`src/rtl/sign_ext.sv`:
```
// sign_ext: registered immediate generator / sign extender for the RV64 datapath.
// Decodes the base opcode, assembles the format-specific immediate and
// sign-extends it to XLEN. One cycle of latency and no combinational path
// from instruction to the outputs.
module sign_ext #(
  parameter int XLEN = 64
) (
  input  logic            clk,
  input  logic            rst_n,
  input  logic [31:0]     instruction,
  output logic [XLEN-1:0] seinst,
  output logic            imm_valid
);

  // Base opcodes recognised by the decoder
  localparam logic [6:0] OPC_LOAD     = 7'b0000011;
  localparam logic [6:0] OPC_OP_IMM   = 7'b0010011;
  localparam logic [6:0] OPC_OP_IMM32 = 7'b0011011;
  localparam logic [6:0] OPC_JALR     = 7'b1100111;
  localparam logic [6:0] OPC_SYSTEM   = 7'b1110011;
  localparam logic [6:0] OPC_STORE    = 7'b0100011;
  localparam logic [6:0] OPC_BRANCH   = 7'b1100011;
  localparam logic [6:0] OPC_LUI      = 7'b0110111;
  localparam logic [6:0] OPC_AUIPC    = 7'b0010111;
  localparam logic [6:0] OPC_JAL      = 7'b1101111;

  // funct3 values that turn OP-IMM / OP-IMM-32 into shift-amount forms
  localparam logic [2:0] F3_SLL = 3'b001;
  localparam logic [2:0] F3_SRL = 3'b101;

  logic [6:0]        opcode_s;
  logic [2:0]        funct3_s;
  logic              sign_s;
  logic [31:0]       imm32_s;
  logic              valid_d;
  logic [XLEN-1:0]   seinst_d;
  logic [XLEN-1:0]   seinst_q;
  logic              valid_q;

  assign opcode_s = instruction[6:0];
  assign funct3_s = instruction[14:12];
  assign sign_s   = instruction[31];

  // Assemble the immediate as a 32-bit value already extended to bit 31
  // (shamt forms carry zeros above their field); widening to XLEN then only
  // needs to replicate bit 31, which keeps XLEN = 32 legal.
  always_comb begin
    imm32_s = 32'd0;
    valid_d = 1'b0;
    case (opcode_s)
      OPC_OP_IMM: begin
        valid_d = 1'b1;
        if ((funct3_s == F3_SLL) || (funct3_s == F3_SRL)) begin
          imm32_s = {26'd0, instruction[25:20]};
        end else begin
          imm32_s = {{20{sign_s}}, instruction[31:20]};
        end
      end
      OPC_OP_IMM32: begin
        valid_d = 1'b1;
        if ((funct3_s == F3_SLL) || (funct3_s == F3_SRL)) begin
          imm32_s = {27'd0, instruction[24:20]};
        end else begin
          imm32_s = {{20{sign_s}}, instruction[31:20]};
        end
      end
      OPC_LOAD, OPC_JALR, OPC_SYSTEM: begin
        valid_d = 1'b1;
        imm32_s = {{20{sign_s}}, instruction[31:20]};
      end
      OPC_STORE: begin
        valid_d = 1'b1;
        imm32_s = {{20{sign_s}}, instruction[31:25], instruction[11:7]};
      end
      OPC_BRANCH: begin
        valid_d = 1'b1;
        imm32_s = {{19{sign_s}}, instruction[31], instruction[7],
                   instruction[30:25], instruction[11:8], 1'b0};
      end
      OPC_LUI, OPC_AUIPC: begin
        valid_d = 1'b1;
        imm32_s = {instruction[31:12], 12'd0};
      end
      OPC_JAL: begin
        valid_d = 1'b1;
        imm32_s = {{11{sign_s}}, instruction[31], instruction[19:12],
                   instruction[20], instruction[30:21], 1'b0};
      end
      default: begin
        valid_d = 1'b0;
        imm32_s = 32'd0;
      end
    endcase
  end

  // Widen the assembled immediate to XLEN by replicating bit 31
  always_comb begin
    seinst_d = {XLEN{imm32_s[31]}};
    seinst_d[31:0] = imm32_s;
  end

  // Output register: async clear, otherwise capture a fresh decode every cycle
  always_ff @(posedge clk or negedge rst_n) begin
    if (!rst_n) begin
      seinst_q <= '0;
      valid_q  <= 1'b0;
    end else begin
      seinst_q <= seinst_d;
      valid_q  <= valid_d;
    end
  end

  assign seinst    = seinst_q;
  assign imm_valid = valid_q;

endmodule

```
`config.mk`:
```
export PLATFORM = sky130hd
export DESIGN_NAME = sign_ext
export DESIGN_NICKNAME = d
export VERILOG_FILES = /design/src/rtl/sign_ext.sv
export SDC_FILE = /design/constraint.sdc
export NUM_CORES = 1
export LEC_CHECK = 0
export ABC_AREA = 1
export BUFFER_PORTS_ARGS = -buffer_cell sky130_fd_sc_hd__buf_2
export CAP_MARGIN = 15
export CORE_MARGIN = 4
export CORE_UTILIZATION = 43
export DETAILED_ROUTE_END_ITERATION = 16
export PLACE_DENSITY = 0.87
export SLEW_MARGIN = 20
export SYNTH_ARGS = -nofsm -noshare
export SYNTH_HDL_FRONTEND = slang
export SYNTH_SLANG_ARGS = --single-unit
export TNS_END_PERCENT = 10
```
`constraint.sdc`:
```
create_clock -name clk -period 1.6 [get_ports clk]
set_input_delay 0.24 -clock clk [delete_from_list [all_inputs] [get_ports clk]]
set_output_delay 0.24 -clock clk [all_outputs]
set_load 0.1 [all_outputs]
```
Yosys cells after proc, flatten, opt, wreduce, memory -nomap -nowiden
Index checks and enable logic that the tools add are counted.
{"block": "totals", "romBits": 0, "reg_bits": 33, "wordCells": 22, "mem_count": 0, "ram_bits": 0, "latch_bits": 0}
{"block": "op_classes", "bitwise": 0, "n_mux": 4, "add_sub_neg": 0, "order_cmp": 0, "reduce_logical": 4, "n_div": 0, "n_eq_ne": 12, "mul": 0, "shift": 0}
{"operator": "one-hot mux 32 bit (7 select lines)", "n": 1}
{"operator": "2-to-1 mux 32 bit", "n": 2}
{"operator": "equality test 7 bit (second input constant)", "n": 4}
{"operator": "equality test 7 x 5 -> 1 bit (second input constant)", "n": 3}
{"operator": "equality test 7 x 6 -> 1 bit (second input constant)", "n": 2}
{"operator": "OR reduction 10 bit", "n": 1}
{"operator": "equality test 7 x 2 -> 1 bit (second input constant)", "n": 1}
{"operator": "equality test 3 x 1 -> 1 bit (second input constant)", "n": 1}
{"operator": "equality test 3 bit (second input constant)", "n": 1}
{"operator": "OR reduction 3 bit", "n": 1}
{"operator": "OR reduction 2 bit", "n": 1}
{"operator": "logical OR 1 bit", "n": 1}
{"operator": "2-to-1 mux 1 bit", "n": 1}

Longest topological paths before layout
Gate-level depths: netlist of the first run.
{"block": "logic_depth", "ltp_word": 4, "mapped_depth": 8}

Worst setup path after synthesis of the first run
No wires, ideal clock.
{"block": "synth_timing", "kind": "reg2out", "from": "register, netlist name seinst[31]", "to": "output port seinst[32]", "path_slack_ns": -0.479, "arrival_ns": 1.839, "required_time_ns": 1.360, "path_buffers": 1, "path_stages_with_launch": 2, "cell_sequence": "dfrtp_1 > buf_4"}
{"element": "end: declaration", "line_no": "11", "text": "output logic [XLEN-1:0] seinst,"}
No word-level cell between the ends.

Worst setup path after layout of the first run
{"block": "layout_timing", "from": "register, netlist name seinst[31]", "to": "output port seinst[63]"}
No word-level cell between the ends.

==> run_results.csv, run 1 <==
group,metric,value,unit
yosys,synth_fp_nets,228,
yosys,synthCells,194,
place,placedCellCount,308,
power,p_leak,1.54,nW
drt,wirelength,4640,microns
drt,dr.pass1.iters,4,
sta,relSlewSlack,66.4,%
sta,rsz0062_at_grt,"false",
sta,tightest_slew,0.508,ns
die,chipHeight,69.9,microns
cts,clockBufferDepth,2,
grt,grt_pass1_wl,7470,microns
yosys,syn_area,0.00165,sq mm
worst_setup_path,worstPathArrival,1.25,ns
place,port-buffer-count,98,
die,die_w,69.9,microns
cells_and_area,final_common_cell,"buf_2",
cells_and_area,final_cell_mix,"buf_2 (65), nand2_1 (38), buf_12 (34)",
place,dp.final_hpwl,3800,microns
worst_setup_path,cp_slowest_cell,"dfrtp_2",
die,core,0.00369,sq mm
drt,drt_iter0_drc,98,
worst_setup_path,crit_type,"flop to primary output",
grt,antenna_found_initial,0,
cells_and_area,stdcell_count,317,
cells_and_area,syn_to_final_growth,57.7,%
cts,clkTransAtPathRegs,0.06,ns
worst_setup_path,critPathCaptureType,"primary output",
sta,drv_slew,0,
yosys,synth_top_cell_area_share,50.1,%
cells_and_area,final_area,0.00260,sq mm
worst_setup_path,path_max_fanout,33,
cts,post_cts.repair.setup_buffers,0,
cts,ctsResizeCount,0,
yosys,synth_area_per_cell,8.49,sq um
worst_setup_path,start_kind,"flop",
grt,grt_max_degree,34,
die,start_util,44.7,%
cts,tritoncts,"done",
cells_and_area,drive_gt1_share,44.2,%
place,place_area,0.00247,sq mm
drt,vias,1512,
flow_run,drv_cap,0,
worst_setup_path,critPathMaxStageDelay,0.37,ns
yosys,synth_area_leaders,"dfrtp_1 (50%), buf_4 (15%), nand2_1 (8.7%), nand3_1 (8.2%), inv_1 (4.1%)",
grt,track_usage,19.3,%
cells_and_area,nets,302,
die,rows,22,
worst_setup_path,crit_top_cell,"buf_12",
outcome,status,"completed",
die,die-area,0.00489,sq mm
yosys,synth-seq-cells,33,
sta,finalHoldViolations,0,
die,ioPinCount,99,
yosys,ys_types,17,
cells_and_area,diodes,0,
sta,timing.final.crit_share,93.0,%
grt,grt_overflow,0,
grt,grt_pass1_vias,1502,
cts,cts_root_buf,"clkbuf_8",
cts,numClockSinks,33,
worst_setup_path,crit_chain,"buf_12 > buf_12",
min_path,hold_path_class,"primary input to flop",
power,ir_worst_vdd,0.464,mV
yosys,yosys_warnings,0,
drt,ant_nets,0,
cells_and_area,fin_util,70.5,%
drt,via_per_inst,4.77,
sta,fin_setup_tns,0,ns
cts,cts_made_buffers,5,
cts,htreeDepth,2,
worst_setup_path,worst_ep_required_time,1.36,ns
yosys,yosys.area.top_type,"dfrtp_1",
power,p_per_area,871,mW/mm^2
place,gp_congestion,0.818,
drt,wl_per_cell,14.6,microns
yosys,ys_seq_area_share,50.1,%
cts,cts_hold_buf,1,
sta,hold-worst-slack,0.158,ns
sta,fmax,0.672,GHz
sta,setup_violations,0,
drt,post-route-drc-count,0,
sta,layout_min_cycle_time,1.49,ns
state kept, by name, indices dropped and copies added, names as in the netlist:
signal / flops
imm_valid: 1
seinst: 32
metrics by stage:
| stage | power, mW | worst slack [ns] |
|---|---|---|
| floorplan | 1.29 | 0.0329 |
| global placement | 1.47 | 0.291 |
| detailed placement | 1.48 | 0.208 |
| CTS | 2.27 | 0.100 |
| global route | 2.33 | 0.0759 |
| finish | 2.26 | 0.112 |
routing by layer:
layer | vias up | GRT usage (%) | share of wire [%]
li1 | 722 | - | -
met1 | 688 | 21.5 | 38
met2 | 90 | 35.7 | 52
met3 | 12 | 4.60 | 7.6
met4 | 0 | 6.38 | 2.4
met5 | - | 0 | 0
kinds of logic after synthesis:
group	Yosys count	share of synthesized area, %
simple gates	94	25.4
buf+inv	55	20.7
flops	33	50.1
compound gates	12	3.80
Yosys cell counts (all sizes together):
library cell	number
clkbuf	1
nand2	41
buf	36
nand3	28
inv	18
nor3	1
a21oi	10
nor2	21
nand4	3
o21ai	1
dfrtp	33
o21a	1
power breakdown:
group | internal [mW] | leakage, nW | switching (mW)
logic | 0.154 | 1.03 | 0.449
clock network | 0.507 | 0.0585 | 0.291
registers | 0.855 | 0.455 | 0.00639
critical path, delay by kind of cell (launching register included):
family                 cells  cell delay (ns)
buffers and inverters      2             0.58
DFF                        1             0.37
area by class of cell:
cell class | count | area (sq um)
Fill cell | 274 | 1090
Timing Repair Buffer | 104 | 1050
Sequential cell | 33 | 827
Multi-Input combinational cell | 106 | 482
Clock buffer | 7 | 86.3
Inverter | 18 | 67.6
Tap cell | 48 | 60.1
Clock inverter | 1 | 30.0
worst paths after layout:
kind	slack, ns	from	endpoint	depth (start not counted)
setup / recovery	0.11	seinst[31]$_DFF_PN0_	seinst[63]	2
hold / removal	0.16	instruction[10]	seinst[3]$_DFF_PN0_	3
max in group asynchronous	0.74	rst_n	seinst[31]$_DFF_PN0_	3
min in group asynchronous	0.39	rst_n	seinst[9]$_DFF_PN0_	2
No activity file was read; power rests on OpenSTA's default activity.
==> inputs of run 2 (changes only) <==
--- a/config.mk
+++ b/config.mk
@@ -11,7 +11,7 @@
 export CORE_MARGIN = 4
 export CORE_UTILIZATION = 43
 export DETAILED_ROUTE_END_ITERATION = 16
-export PLACE_DENSITY = 0.87
+export PLACE_DENSITY = 0.86
 export SLEW_MARGIN = 20
 export SYNTH_ARGS = -nofsm -noshare
 export SYNTH_HDL_FRONTEND = slang
==> run 2 against run 1 <==
Against the previous run:
- global-route usage is 0.48 points lower
- sequential share of layout area fell by 0.33 points
- setup slack got worse by 0.027 ns
- first-iteration DRC count fell by 15%
==> run_results.csv, run 2 (same netlist as run 1, synthesis figures left out) <==
group,metric,value,unit
outcome,status,"completed",
grt,grt_overflow,0,
sta,timing.final.crit_share,94.7,%
cts,cts_root_buf,"clkbuf_8",
power,p_leak,1.55,nW
drt,ant_nets,0,
grt,met1_usage,21.5,%
cts,tritoncts,"done",
cts,numClockSinks,33,
worst_setup_path,path_max_fanout,12,
worst_setup_path,cp_slowest_cell,"dfrtp_4",
worst_setup_path,crit_top_cell,"buf_12",
cts,clockBufferDepth,2,
die,rows,22,
cells_and_area,final_cell_mix,"buf_2 (65), nand2_1 (38), buf_12 (36)",
cells_and_area,diodes,0,
place,port-buffer-count,98,
die,start_util,44.7,%
cells_and_area,stdcell_count,318,
cells_and_area,drive_gt1_share,44.4,%
worst_setup_path,start_kind,"flop",
grt,busiest_layer,"met2",
sta,finalHoldViolations,0,
cells_and_area,nets,303,
sta,hold-worst-slack,0.170,ns
grt,grtUsageMet3,3.31,%
drt,wl_per_cell,14.8,microns
power,power,2.27,mW
drt,drt_iter0_drc,83,
drt,vias,1522,
sta,relSlewSlack,66.8,%
die,core,0.00369,sq mm
sta,fin_setup_tns,0,ns
sta,rsz0062_at_grt,"false",
cells_and_area,final_common_cell,"buf_2",
worst_setup_path,critPathMaxStageDelay,0.56,ns
place,dp.final_hpwl,3810,microns
die,die-area,0.00489,sq mm
min_path,hold_path_class,"primary input to flop",
grt,track_usage,18.8,%
flow_run,drv_cap,0,
drt,wirelength,4700,microns
worst_setup_path,crit_chain,"buf_12 > buf_12",
place,gp_congestion,0.870,
power,p_per_area,864,mW/mm^2
worst_setup_path,worst_ep_required_time,1.36,ns
cts,cts_made_buffers,5,
cells_and_area,largest_reg_flops,32,
cells_and_area,syn_to_final_growth,59.8,%
sta,drv_slew,0,
grt,grt_pass1_wl,7340,microns
worst_setup_path,worstPathArrival,1.28,ns
cts,post_cts.repair.setup_buffers,0,
grt,grt_util_met2,34.0,%
sta,tightest_slew,0.502,ns
cts,clkTransAtPathRegs,0.07,ns
grt,grt_max_degree,34,
sta,fmax,0.660,GHz
die,chipHeight,69.9,microns
worst_setup_path,critPathCaptureType,"primary output",
cells_and_area,final_area,0.00263,sq mm
sta,setup_violations,0,
cts,htreeDepth,2,
power,ir_worst_vdd,0.494,mV
die,die_w,69.9,microns
grt,grt_pass1_vias,1492,
drt,post-route-drc-count,0,
place,place_area,0.00250,sq mm
worst_setup_path,crit_type,"flop to primary output",
drt,via_per_inst,4.79,
sta,layout_min_cycle_time,1.52,ns
drt,dr.pass1.iters,4,
place,placedCellCount,309,
die,ioPinCount,99,
grt,antenna_found_initial,0,
run 2: cell types whose count changed in the layout (fill, tap and decap cells not counted):
| cell | previous run | this run |
|---|---|---|
| buf_12 | 34 | 36 |
| buf_4 | 4 | 3 |
| dfrtp_2 | 1 | 0 |
| dfrtp_4 | 0 | 1 |
run 2: worst paths after layout:
check | start | endpoint | slack [ns] | cells past startpoint
max in group asynchronous | rst_n | seinst[31]$_DFF_PN0_ | 0.77 | 3
max | seinst[31]$_DFF_PN0_ | seinst[49] | 0.08 | 2
min in group asynchronous | rst_n | seinst[29]$_DFF_PN0_ | 0.51 | 3
min | instruction[26] | seinst[6]$_DFF_PN0_ | 0.17 | 3
run 2: layer usage:
metal	share of wire, %	vias up
li1	-	728
met1	37	706
met2	52	77
met3	7.8	11
met4	2.7	0
met5	0	-
run 2: critical path: cells and delay by family (launching register included):
family   cells  cell delay, ns
flops        1            0.56
buf+inv      2            0.42
run 2: through the flow:
stage / utilization (%) / setup WS (ns)
floorplan: - / 0.0329
global placement: 67.9 / 0.291
detailed placement: 67.9 / 0.207
CTS: 71.3 / 0.0194
global route: 71.4 / 0.0460
finish: 71.4 / 0.0846
run 2: repair_timing:
action,4_1_cts,5_1_grt
resized for setup,0,1
endpoints found under the setup margin,0,12
hold endpoints to repair,33,0
hold buffers,1,0
run 2: report_power, final:
group | leakage, nW | internal [mW] | total (mW) | switching, mW
clock network | 0.0585 | 0.507 | 0.804 | 0.297
registers | 0.455 | 0.856 | 0.866 | 0.0100
logic | 1.04 | 0.159 | 0.605 | 0.446
total | 1.55 | 1.52 | 2.27 | 0.753
run 2: cell type report:
class | instances | area, sq um
clock inverters | 1 | 30.0
inverters | 18 | 67.6
flip-flops and latches | 33 | 830
fillers | 252 | 1050
repair buffers | 105 | 1080
multi-input cells | 106 | 482
well taps | 48 | 60.1
clock buffers | 7 | 86.3
